<file path="src/rtl/mmu_addresses_pkg.sv">
// CPU memory-map addresses shared by blocks attached to the MMU.
package mmu_addresses_pkg;

    localparam logic [15:0] DMA_OAM_addr = 16'hFF46;
    localparam logic [15:0] OAM_start    = 16'hFE00;

endpackage

</file>
<file path="src/rtl/ppu_types_pkg.sv">
// PPU-side shared types and constants, including the OAM DMA engine state.
package ppu_types_pkg;

    localparam int unsigned OAM_DMA_LEN = 160;

    typedef enum logic [1:0] {
        IDLE  = 2'd0,
        START = 2'd1,
        XFER  = 2'd2
    } oam_dma_state_t;

endpackage

</file>
<file path="src/rtl/oam_dma.sv">
// OAM DMA engine: a write to FF46 copies 160 bytes from {src_hi,00} into OAM at FE00.
// Optional macro OAM_DMA_SRC_REMAP_EN folds echo-RAM sources (E0..FF) down by 0x20.
module oam_dma
    import mmu_addresses_pkg::*;
    import ppu_types_pkg::*;
#(
    parameter int unsigned CYCLES_PER_BYTE = 4,
    parameter int unsigned START_DELAY     = 4
) (
    input  logic        clk,
    input  logic        reset_n,
    input  logic        reg_write_en,
    input  logic        reg_read_en,
    input  logic [15:0] reg_addr,
    input  logic [7:0]  reg_wdata,
    output logic [7:0]  reg_rdata,
    output logic [15:0] dma_addr,
    output logic        dma_read_en,
    input  logic [7:0]  dma_rdata,
    output logic        dma_write_en,
    output logic [7:0]  dma_wdata,
    output logic        busy
);

    localparam int unsigned SLOT_W  = (CYCLES_PER_BYTE > 2) ? $clog2(CYCLES_PER_BYTE) : 1;
    localparam int unsigned DELAY_W = (START_DELAY > 2) ? $clog2(START_DELAY) : 1;
    localparam logic [SLOT_W-1:0]  SLOT_LAST  = SLOT_W'(CYCLES_PER_BYTE - 1);
    localparam logic [DELAY_W-1:0] DELAY_LAST = DELAY_W'(START_DELAY - 1);
    localparam logic [7:0]         LAST_BYTE  = 8'(OAM_DMA_LEN - 1);

    oam_dma_state_t     state, state_next;
    logic [DELAY_W-1:0] delay_cnt, delay_next;
    logic [SLOT_W-1:0]  slot_cnt, slot_next;
    logic [7:0]         byte_idx, idx_next;
    logic [7:0]         src_hi, src_next;
    logic [7:0]         data_q, data_next;
    logic [7:0]         src_eff;
    logic               trigger;

    logic [15:0] addr_next;
    logic [7:0]  wdata_next;
    logic        read_next;
    logic        write_next;
    logic        busy_next;

    assign trigger = reg_write_en && (reg_addr == DMA_OAM_addr);

    // Register reads are combinational and allowed at any time, including mid-transfer.
    assign reg_rdata = (reg_read_en && (reg_addr == DMA_OAM_addr)) ? src_hi : 8'hFF;

`ifdef OAM_DMA_SRC_REMAP_EN
    assign src_eff = (src_next >= 8'hE0) ? (src_next - 8'h20) : src_next;
`else
    assign src_eff = src_next;
`endif

    // Next-state: a trigger always wins, restarting from byte 0 even mid-slot.
    always_comb begin
        state_next = state;
        delay_next = delay_cnt;
        slot_next  = slot_cnt;
        idx_next   = byte_idx;
        src_next   = src_hi;
        data_next  = data_q;
        if (trigger) begin
            state_next = START;
            delay_next = '0;
            slot_next  = '0;
            idx_next   = '0;
            src_next   = reg_wdata;
        end else begin
            unique case (state)
                IDLE: state_next = IDLE;
                START: begin
                    if (delay_cnt == DELAY_LAST) begin
                        state_next = XFER;
                        slot_next  = '0;
                    end else begin
                        delay_next = delay_cnt + DELAY_W'(1);
                    end
                end
                XFER: begin
                    if (slot_cnt == '0) begin
                        data_next = dma_rdata;
                    end
                    if (slot_cnt == SLOT_LAST) begin
                        slot_next = '0;
                        if (byte_idx == LAST_BYTE) begin
                            state_next = IDLE;
                        end else begin
                            idx_next = byte_idx + 8'd1;
                        end
                    end else begin
                        slot_next = slot_cnt + SLOT_W'(1);
                    end
                end
                default: state_next = IDLE;
            endcase
        end
    end

    // Output next-values derived from where the engine will be next cycle.
    always_comb begin
        read_next  = 1'b0;
        write_next = 1'b0;
        addr_next  = dma_addr;
        wdata_next = dma_wdata;
        busy_next  = (state_next != IDLE);
        if (state_next == XFER) begin
            if (slot_next == '0) begin
                read_next = 1'b1;
                addr_next = {src_eff, idx_next};
            end else if (slot_next == SLOT_W'(1)) begin
                write_next = 1'b1;
                addr_next  = OAM_start + 16'(idx_next);
                wdata_next = data_next;
            end
        end
    end

    always_ff @(posedge clk or negedge reset_n) begin
        if (!reset_n) begin
            state        <= IDLE;
            delay_cnt    <= '0;
            slot_cnt     <= '0;
            byte_idx     <= '0;
            src_hi       <= 8'hFF;
            data_q       <= '0;
            dma_addr     <= '0;
            dma_wdata    <= '0;
            dma_read_en  <= 1'b0;
            dma_write_en <= 1'b0;
            busy         <= 1'b0;
        end else begin
            state        <= state_next;
            delay_cnt    <= delay_next;
            slot_cnt     <= slot_next;
            byte_idx     <= idx_next;
            src_hi       <= src_next;
            data_q       <= data_next;
            dma_addr     <= addr_next;
            dma_wdata    <= wdata_next;
            dma_read_en  <= read_next;
            dma_write_en <= write_next;
            busy         <= busy_next;
        end
    end

endmodule

</file>
<file path="config.mk">
export PLATFORM = sky130hd
export DESIGN_NAME = oam_dma
export DESIGN_NICKNAME = d
export VERILOG_FILES = /design/src/rtl/mmu_addresses_pkg.sv /design/src/rtl/ppu_types_pkg.sv /design/src/rtl/oam_dma.sv
export SDC_FILE = /design/constraint.sdc
export NUM_CORES = 1
export LEC_CHECK = 0
export ABC_AREA = 1
export BUFFER_PORTS_ARGS = -buffer_cell sky130_fd_sc_hd__buf_2
export CORE_MARGIN = 2
export CORE_UTILIZATION = 25
export DETAILED_ROUTE_END_ITERATION = 12
export HOLD_SLACK_MARGIN = 0.12
export MAX_ROUTING_LAYER = met4
export SLEW_MARGIN = 5
export SYNTH_ARGS = -nofsm -noshare
export SYNTH_HDL_FRONTEND = slang
export SYNTH_SLANG_ARGS = --single-unit
</file>
<file path="constraint.sdc">
create_clock -name clk -period 2.9 [get_ports clk]
set_input_delay 0.145 -clock clk [delete_from_list [all_inputs] [get_ports clk]]
set_output_delay 0.145 -clock clk [all_outputs]
set_load 0.05 [all_outputs]
</file>
==> results.toml <==
[sta]
slew_headroom_pct = 59.7
timing.fmax_mhz = 478
min_period_ns = 2.09
fin_setup_tns_ns = 0
setup_violations = 0
holdWs_ns = 0.144
worst_pin_slew_ns = 0.603
rsz0062_at_grt = "false"
timing.final.crit_share_pct = 72.2
fin_ws_ns = 0.808
clock-skew-final_ns = 0.00588
drv_slew = 0
hold_viol = 0

[global_route]
gr-usage-all-layers_pct = 12.9
grt-ovfl-total = 0
grt_pass1_vias = 2862
grt_max_degree = 36
antenna_found_initial = 0
grt_first_pass_wirelength_um = 13300

[setup_path]
critPathKind = "register to register"
critPathMaxFanout = 18
reg2reg_depth = 9
end_kind = "register"
critPathLaunchType = "register"
cp.arrival_ns = 2.30
worstPathRequired_ns = 3.11

[min_path]
min_path_type = "primary input to register"
holdPathStages = 5

[final_layout]
antenna_cells = 0
area_growth_pct = 27.3
final_cell_mix = "nand2_1, buf_2, inv_1, dfrtp_1, nand3_1"
instances_no_fill = 675
drive_gt1_share_pct = 22.7
mostFrequentLayoutCell = "nand2_1"
final_nets = 544

[routing]
wl_met2_um = 3830
routed_wirelength_um = 7820
met1_length_um = 3640
top_layer = "met4"
avgViaCountPerCell = 4.27
wl_met3_um = 239
first_pass_iters = 5
drt-wirelength-per-cell_um = 11.6
antenna_left = 0
drt_iter0_markers = 159
vias = 2881
drc = 0

[power]
powerDensity_mw_per_mm2 = 858
p_leak_nw = 2.17
ir_drop_mv = 0.519

[logic_synthesis]
netlist_area_mm2 = 0.00314
synthCells = 429
synth_nets = 471
yosys_warnings = 0
syn_area_per_cell_um2 = 7.33
ys_ff_latch = 57
seq_area_frac_synth_pct = 45.7
ys_types = 29

[die]
ios = 71
die_area_mm2 = 0.0135
start_util_pct = 25.8
rows = 40
die_w_um = 116
core_area_mm2 = 0.0122
die_h_um = 116

[placement]
dp.cells = 658
pre_cts_slack_ns = 0.805
gp_congestion = 0.893
hpwl_um = 5900
portBuffers = 70

[run_status]
outcome = "complete, no violations"

[clock_network]
cts_resized = 0
clk_latency_ns = 0.33
cts_tree = "built"
clk_pin_slew_ns = 0.05
cts_buffer_depth = 2
cts-buffers-inserted = 9
clock_sink_count = 57
htreeDepth = 3
clockRootBuffer = "clkbuf_16"

[job]
maxCapViolations = 0
==> cell type report <==
class / instances / area [µm²]
clock inverters: 5 / 77.6
repair buffers: 74 / 383
flip-flops and latches: 57 / 1440
inverters: 70 / 263
clock buffers: 11 / 253
fillers: 1262 / 8160
multi-input cells: 290 / 1380
well taps: 168 / 210
==> worst max-delay path: stages, from the launching register on <==
cell	delay [ns]
dfrtp_1	0.40
inv_1	0.08
ha_1	0.37
nand2_1	0.15
nand2_1	0.12
nand3_2	0.10
nor2_4	0.38
nand2_2	0.22
nand2_1	0.10
nand2_1	0.05
==> through the flow <==
stage	cell area [µm²]	utilization (%)	total power, W
floorplan	3140	-	0.00198
global placement	3660	30.1	0.00227
detailed placement	3660	30.1	0.00230
CTS	4000	32.9	0.00347
global route	4000	32.9	0.00364
finish	4000	32.9	0.00343
==> cells by family after synthesis <==
kind of cell               share of synthesized area [%]
and+or+nand+nor                                     35.4
buffers and inverters                               10.5
DFF                                                 45.7
AOI/OAI and AO/OA                                   5.81
adders and majority gates                           2.39
xor gates and xnor gates                           0.279
==> routing by layer <==
metal	global-route usage, %	vias up
li1	-	1469
met1	16.2	1357
met2	20.6	44
met3	2.65	11
met4	4.76	0
met5	-	-
==> path summary, 6_finish.rpt <==
check	from	end	slack, ns
setup / recovery	state[0]	dma_wdata[3]	0.81
hold / removal	reg_wdata[4]	src_hi[4]	0.14
setup reg to reg	state[0]	dma_wdata[3]	0.81
hold reg to reg	dma_wdata[2]	dma_wdata[2]	0.47
max in group asynchronous	reset_n	src_hi[5]	1.64
min in group asynchronous	reset_n	dma_addr[1]	0.37
==> synthesized netlist by cell type, drive strengths merged <==
library cell,instances,area [µm²]
and3,1,6.26
nor3,3,15.0
o211ai,1,7.51
and2,1,6.26
dfstp,8,210
xor2,1,8.76
nor2,30,161
or2,3,18.8
nand4,11,68.8
o21ai,31,155
inv,70,263
ha,6,75.1
nand2,159,609
clkbuf,4,15.0
buf,8,51.3
dfrtp,49,1230
a21oi,4,20.0
nand3,39,225
==> timing repair <==
action                    in CTS  in global routing
setup buffers                  0                  0
hold buffers                   1                  0
hold endpoints to repair      22                  0
==> report_power, final <==
part / internal, W / total, W / leakage, nW / switching, W
registers: 0.00100 / 0.00112 / 0.694 / 0.000115
clock network: 0.000794 / 0.00115 / 0.162 / 0.000359
logic: 0.000280 / 0.00116 / 1.32 / 0.000881
==> sequential cells by signal (all words and copies together) (netlist names) <==
register,flops
busy,1
byte_idx,8
data_q,8
delay_cnt,2
dma_addr,16
dma_read_en,1
dma_wdata,8
dma_write_en,1
slot_cnt,2
src_hi,8
state,2
Note: power is estimated with default switching activity, not from simulation.
